<file path="src/rtl/alu_issue_ctrl.sv">
// Issue sequencer in front of an external 8-bit ALU: reads operands from a 4x8 regfile, captures and writes back the result.
// Latency: accept edge N drives operands; writeback and out_done at edge N+1; one instruction per 2 cycles.
// Backpressure: out_instr_ready is low for the single EXEC cycle; the source holds valid/instr until accepted.
module alu_issue_ctrl (
  input  logic       clk,
  input  logic       reset_n,
  input  logic       in_instr_valid,
  input  logic [7:0] in_instr,
  output logic       out_instr_ready,
  input  logic       in_wr_en,
  input  logic [1:0] in_wr_addr,
  input  logic [7:0] in_wr_data,
  input  logic [1:0] in_rd_addr,
  output logic [7:0] out_rd_data,
  output logic [7:0] out_alu_A,
  output logic [7:0] out_alu_B,
  output logic [1:0] out_alu_op,
  input  logic [7:0] in_alu_c,
  output logic [7:0] out_result,
  output logic       out_zero,
  output logic       out_done
);

  typedef enum logic {
    IDLE = 1'b0,
    EXEC = 1'b1
  } state_t;

  state_t     state_q, state_d;
  logic [7:0] rf_q [0:3];
  logic [7:0] rf_d [0:3];
  logic [1:0] rd_q;
  logic [7:0] alu_a_q, alu_b_q;
  logic [1:0] alu_op_q;
  logic [7:0] result_q;
  logic       zero_q;
  logic       done_q;
  logic       accept;

  // instruction field decode
  logic [1:0] instr_op, instr_rd, instr_rs1, instr_rs2;
  assign instr_op  = in_instr[7:6];
  assign instr_rd  = in_instr[5:4];
  assign instr_rs1 = in_instr[3:2];
  assign instr_rs2 = in_instr[1:0];

  assign accept = in_instr_valid && (state_q == IDLE);

  // next state: accept moves to EXEC, EXEC always retires in one cycle
  always_comb begin
    state_d = state_q;
    case (state_q)
      IDLE:    if (in_instr_valid) state_d = EXEC;
      EXEC:    state_d = IDLE;
      default: state_d = IDLE;
    endcase
  end

  // regfile next contents: load port first, ALU writeback overrides a same-address load
  always_comb begin
    rf_d = rf_q;
    if (in_wr_en) rf_d[in_wr_addr] = in_wr_data;
    if (state_q == EXEC) rf_d[rd_q] = in_alu_c;
  end

  // state, regfile, operand and result registers
  always_ff @(posedge clk or negedge reset_n) begin
    if (!reset_n) begin
      state_q  <= IDLE;
      rf_q     <= '{default: 8'h00};
      rd_q     <= 2'b00;
      alu_a_q  <= 8'h00;
      alu_b_q  <= 8'h00;
      alu_op_q <= 2'b00;
      result_q <= 8'h00;
      zero_q   <= 1'b1;
      done_q   <= 1'b0;
    end else begin
      state_q <= state_d;
      rf_q    <= rf_d;
      done_q  <= 1'b0;
      if (accept) begin
        // operands come from pre-edge contents, so a same-edge load is not seen
        rd_q     <= instr_rd;
        alu_a_q  <= rf_q[instr_rs1];
        alu_b_q  <= rf_q[instr_rs2];
        alu_op_q <= instr_op;
      end
      if (state_q == EXEC) begin
        result_q <= in_alu_c;
        zero_q   <= (in_alu_c == 8'h00);
        done_q   <= 1'b1;
      end
    end
  end

  assign out_instr_ready = (state_q == IDLE);
  assign out_rd_data     = rf_q[in_rd_addr];
  assign out_alu_A       = alu_a_q;
  assign out_alu_B       = alu_b_q;
  assign out_alu_op      = alu_op_q;
  assign out_result      = result_q;
  assign out_zero        = zero_q;
  assign out_done        = done_q;

endmodule

</file>
<file path="config.mk">
export PLATFORM = sky130hd
export DESIGN_NAME = alu_issue_ctrl
export DESIGN_NICKNAME = d
export VERILOG_FILES = /design/src/rtl/alu_issue_ctrl.sv
export SDC_FILE = /design/constraint.sdc
export NUM_CORES = 1
export LEC_CHECK = 0
export ABC_AREA = 1
export CORE_ASPECT_RATIO = 0.75
export CORE_UTILIZATION = 35
export CTS_CLUSTER_DIAMETER = 80
export DETAILED_ROUTE_END_ITERATION = 7
export PLACE_DENSITY = 0.64
export SETUP_SLACK_MARGIN = 0.15
export SLEW_MARGIN = 15
export SYNTH_ARGS = -nofsm -noshare
export SYNTH_HDL_FRONTEND = slang
export SYNTH_SLANG_ARGS = --single-unit
</file>
<file path="constraint.sdc">
create_clock -name clk -period 1.3 [get_ports clk]
set_clock_uncertainty 0.05 [all_clocks]
set_input_delay 0.13 -clock clk [delete_from_list [all_inputs] [get_ports clk]]
set_output_delay 0.13 -clock clk [all_outputs]
set_load 0.02 [all_outputs]
</file>
Yosys cells after proc, flatten, opt, wreduce, memory -nomap -nowiden
Index checks and enable logic that the tools add are counted.

cells by class
  order comparisons = 7
  mux-type cells = 20
  bitwise gates (word level) = 6
  reduce and logical (&&, ||, !) cells = 4

operators by type and width
  operator                                             count
  bitwise mux 32 bit                                   2
  two-way mux 32 bit                                   2
  two-way mux 8 bit                                    8
  binary-select mux 8 bit (select 2 bit)               3
  demux 8 bit (select 2 bit)                           2
  >= comparator 3 bit (second input constant)          5
  inverter 2 -> 3 bit                                  5
  zero test 8 bit                                      1
  < comparator 3 x 1 -> 1 bit (second input constant)  2
  logical AND 1 bit                                    3
  two-way mux 1 bit                                    2
  case mux 1 bit (2 select lines)                      1
  inverter 1 bit                                       1

word-level totals
  register bits = 63
  bits of input ports = 32
  output and inout port bits = 37

Longest topological paths before layout
  word-level depth = 9
  mapped depth = 8

Worst setup path before layout
Ideal clock, no wire load.

  path type = register to register
  start point = register state_q
  end point = register rd_q[0]
  arrival time = 922 ps
  slack = 206 ps
  stages on the path, launching flop included = 6
  buffers on the path = 1
  period minus slack after synthesis = 1,094 ps
  path through = dfrtp_1 inv_1 nand2_2 inv_1 buf_2 o21ai_1

between the ends
  word-level cells in the longest chain between the ends = 2

ends and longest elaborated chain
  element                 RTL line  RTL
  start, declared         29        state_t state_q, state_d;
  start signal, assigned  79        state_q <= state_d;
  inverter 1 bit          47        assign accept = in_instr_valid && (state_q == IDLE);
  logical AND 1 bit       47
  end signal, assigned    84        rd_q <= instr_rd;
  end, declared           32        logic [1:0] rd_q;

Every way passes these cells.
A chain may end at the register's enable or synchronous reset.

Worst setup path in the final report
  start point = input port in_rd_addr[0]
  end point = output port out_rd_data[0]

between the ends
  word-level cells in the longest chain between the ends = 4

ends and longest elaborated chain
  element                                               RTL line  RTL
  start, declared                                       13        input logic [1:0] in_rd_addr,
  inverter 2 -> 3 bit (not written as such)             98        assign out_rd_data = rf_q[in_rd_addr];
  binary-select mux 8 bit (select 2 bit)                98
  two-way mux 8 bit (not written as such) (2 in a row)  98
  end, declared                                         14        output logic [7:0] out_rd_data,

Every way passes these cells. The select of a mux whose other input is x is not followed.

==> impl_metrics.toml <==
[yosys]
synth-seq-cells = 63
seq_area_frac_synth_pct = 42.57
synth_top_family_by_area = "simple AND/OR/NAND/NOR gates"
synthMuxAreaShare_pct = 0
synth_edf_count = 0
yosys-top-cells-count = "271 x nand2_1, 75 x nand3_1, 62 x dfrtp_1"
yosysUniqueCellTypes = 21
synth_compound_area_share_pct = 5.132
synth-adder-area-share_pct = 0
synthCells = 552
ys_warn_count = 0
avgSynthCellArea_um2 = 6.714
yosysMostFrequentCell = "nand2_1"
syn_area_mm2 = 0.003706
synth_area_leaders = "dfrtp_1 42%, nand2_1 27%, nand3_1 10%, inv_1 5.0%, o21ai_0 2.0%"
synthArstFlopShare_pct = 100.0
synth_top_area_share_pct = 41.86
synth_top_area_cell = "dfrtp_1"
syn-num-nets = 584
yosys.area_share.simple_pct = 42.78
synth_xor_area_share_pct = 0
ys.flop_type = "dfrtp_1"

[cts]
cts_max_level = 3
cts_made_buffers = 9
clk_pin_slew_ns = 0.05
clock_latency_ns = 0.34
cts_tree = "done"
numClockSinks = 63
cts_buffer_depth = 2
cts-root-buf = "clkbuf_16"

[route]
met1Wirelength_um = 5969
topRoutingLayerUsed = "met4"
vias = 4196
drcViolationCount = 0
drt_iter0_drc = 371
met2_length_um = 6017
dr.pass1.iters = 5
wl_per_cell_um = 16.47
drtAntennaViolNets = 0
drt-total-wl_um = 13370
vias_per_cell = 5.167
wl_met3_um = 1052

[global_routing]
track_usage_pct = 25.43
grt_pass1_wl_um = 20960
grt_pass1_vias = 4044
antenna_found_initial = 0
overflow = 0
grt_max_degree = 21

[run_status]
status = "complete, but fails checks"
violations = "negative setup slack"

[timing]
worst_pin_slew_ns = 0.4788
setup_violations = 7
rsz0062_at_grt = "true"
hold_slack_ns = 0.2393
hold_violations = 0
finalWorstSetupSlack_ns = -0.06255
fin_crit_ns = 1.363
slew_headroom_pct = 68.08
setup-tns-final_ns = -0.1966
fmax_mhz = 733.9
post-route-period-util_pct = 104.8
slew_violations = 0

[cells_and_area]
final_cells = 812
final_nets = 703
area_growth_pct = 51.99
num-fill-cells = 968
fin_util_pct = 54.74
final_layout_size_suffix_gt1_share_pct = 31.80
diodes = 0

[critical_path]
crit_fanout = 16
crit_path_start_kind = "primary input"
critical_path.endpoint_type = "output pin"
arrival_ns = 1.18
critical_path_class = "in2out"
reg2reg_depth = 5
worstPathRequired_ns = 1.12

[floorplan]
rows = 32
die_w_um = 120.8
dieHeight_um = 91.12
initial_utilization_pct = 36.02
io_pins = 69
die_area_mm2 = 0.01101
core_area_mm2 = 0.01029

[power]
seqPwrFrac_pct = 30.9
pwr_density_cell_mw_per_mm2 = 1523
switching_share_pct = 34.99
internal_power_w = 0.005576
p_leak_nw = 2.997
comb_power_share_pct = 36.8
finalPower_w = 0.008577
clkPwrFrac_pct = 32.3
vdd_ir_drop_max_v = 0.0006431
power.switching_w = 0.003001

[place]
dpl.cell_count = 786
hpwl_um = 9763
gp_congestion = 0.9412
portBuffers = 68

[run]
max-cap-violations = 0

[worst_hold_path]
hold_path.class = "in2async"
-- critical path: stages --
cell and delay, ns:
clkdlybuf4s15_1 0.24, bufbuf_16 0.32, a21oi_1 0.16, o21ai_0 0.10, nand2_1 0.11, buf_6 0.12
-- power groups by stage --
stage / Sequential [W] / Clock, W / Combinational (W)
after floorplan: 0.00277 / 0 / 0.00129
after global placement: 0.00263 / 0 / 0.00281
after detailed placement: 0.00264 / 0 / 0.00283
after CTS: 0.00263 / 0.00280 / 0.00284
after global routing: 0.00268 / 0.00291 / 0.00343
final: 0.00265 / 0.00277 / 0.00316
-- layout make-up --
type / instances / area [um2] / share of cell area (%)
clock buffers: 14 / 284.0 / 5.042
inverters: 55 / 236.5 / 4.198
repair buffers: 132 / 1241 / 22.03
multi-input cells: 410 / 2063 / 36.63
well taps: 136 / 170.2 / 3.021
flip-flops and latches: 63 / 1578 / 28.01
clock inverters: 2 / 60.06 / 1.066
-- logic make-up after synthesis --
kind of cell           after synthesis
flip-flops                          63
AO/OA/AOI/OAI                       34
buffers and inverters               79
AND/OR/NAND/NOR                    376
-- stage by stage --
| stage | worst slack (ns) | area [um2] |
|---|---|---|
| after floorplan | 0.2060 | 3706 |
| after detailed placement | -0.5688 | 4898 |
| after global placement | -0.5066 | 4898 |
| after global routing | -0.1070 | 5633 |
| final | -0.06255 | 5633 |
| after CTS | -0.03608 | 5278 |
-- final timing paths --
check	slack, ns	endpoint	start
worst max-delay path	-0.06	out_rd_data[0]	in_rd_addr[0]
worst min register to register	0.42	out_result[7]	out_result[7]
max in group asynchronous	0.38	out_zero	reset_n
worst min-delay path	0.24	rf_q[1]	reset_n
min in group clk	0.29	out_alu_op[0]	in_instr[6]
worst max register to register	0.07	rf_q[17]	state_q
-- registers in the layout, indices dropped and copies added (netlist names) --
name        cells
rd_q            2
state_q         1
out_alu_A       8
out_zero        1
out_alu_B       8
out_result      8
rf_q           32
out_done        1
out_alu_op      2
-- routing by layer --
metal  global-route usage (%)  vias up
met5                        0        -
met4                    9.465        0
met3                    6.156       22
met2                    38.76      198
met1                    34.78     1997
li1                         -     1979
-- what timing repair did --
item	4_1_cts	5_1_grt
hold endpoints to repair	11	0
setup buffers	5	2
pin swaps	16	35
gates resized for setup	205	114
cloned	2	0
setup endpoints to repair	64	67
hold buffers	1	0
-- cell usage in the layout (no fill, tap or decap), types with 10 or more instances in the layout --
master	n
dfrtp_1	62
nand3_1	64
nand2_2	35
nand2_1	225
buf_12	10
nand2_4	11
inv_1	27
clkdlybuf4s50_1	25
buf_2	28
nor2_1	12
inv_2	22
nand3_2	11
o21ai_1	13
buf_4	40
buf_6	20
(Power assumes the default switching activity.)
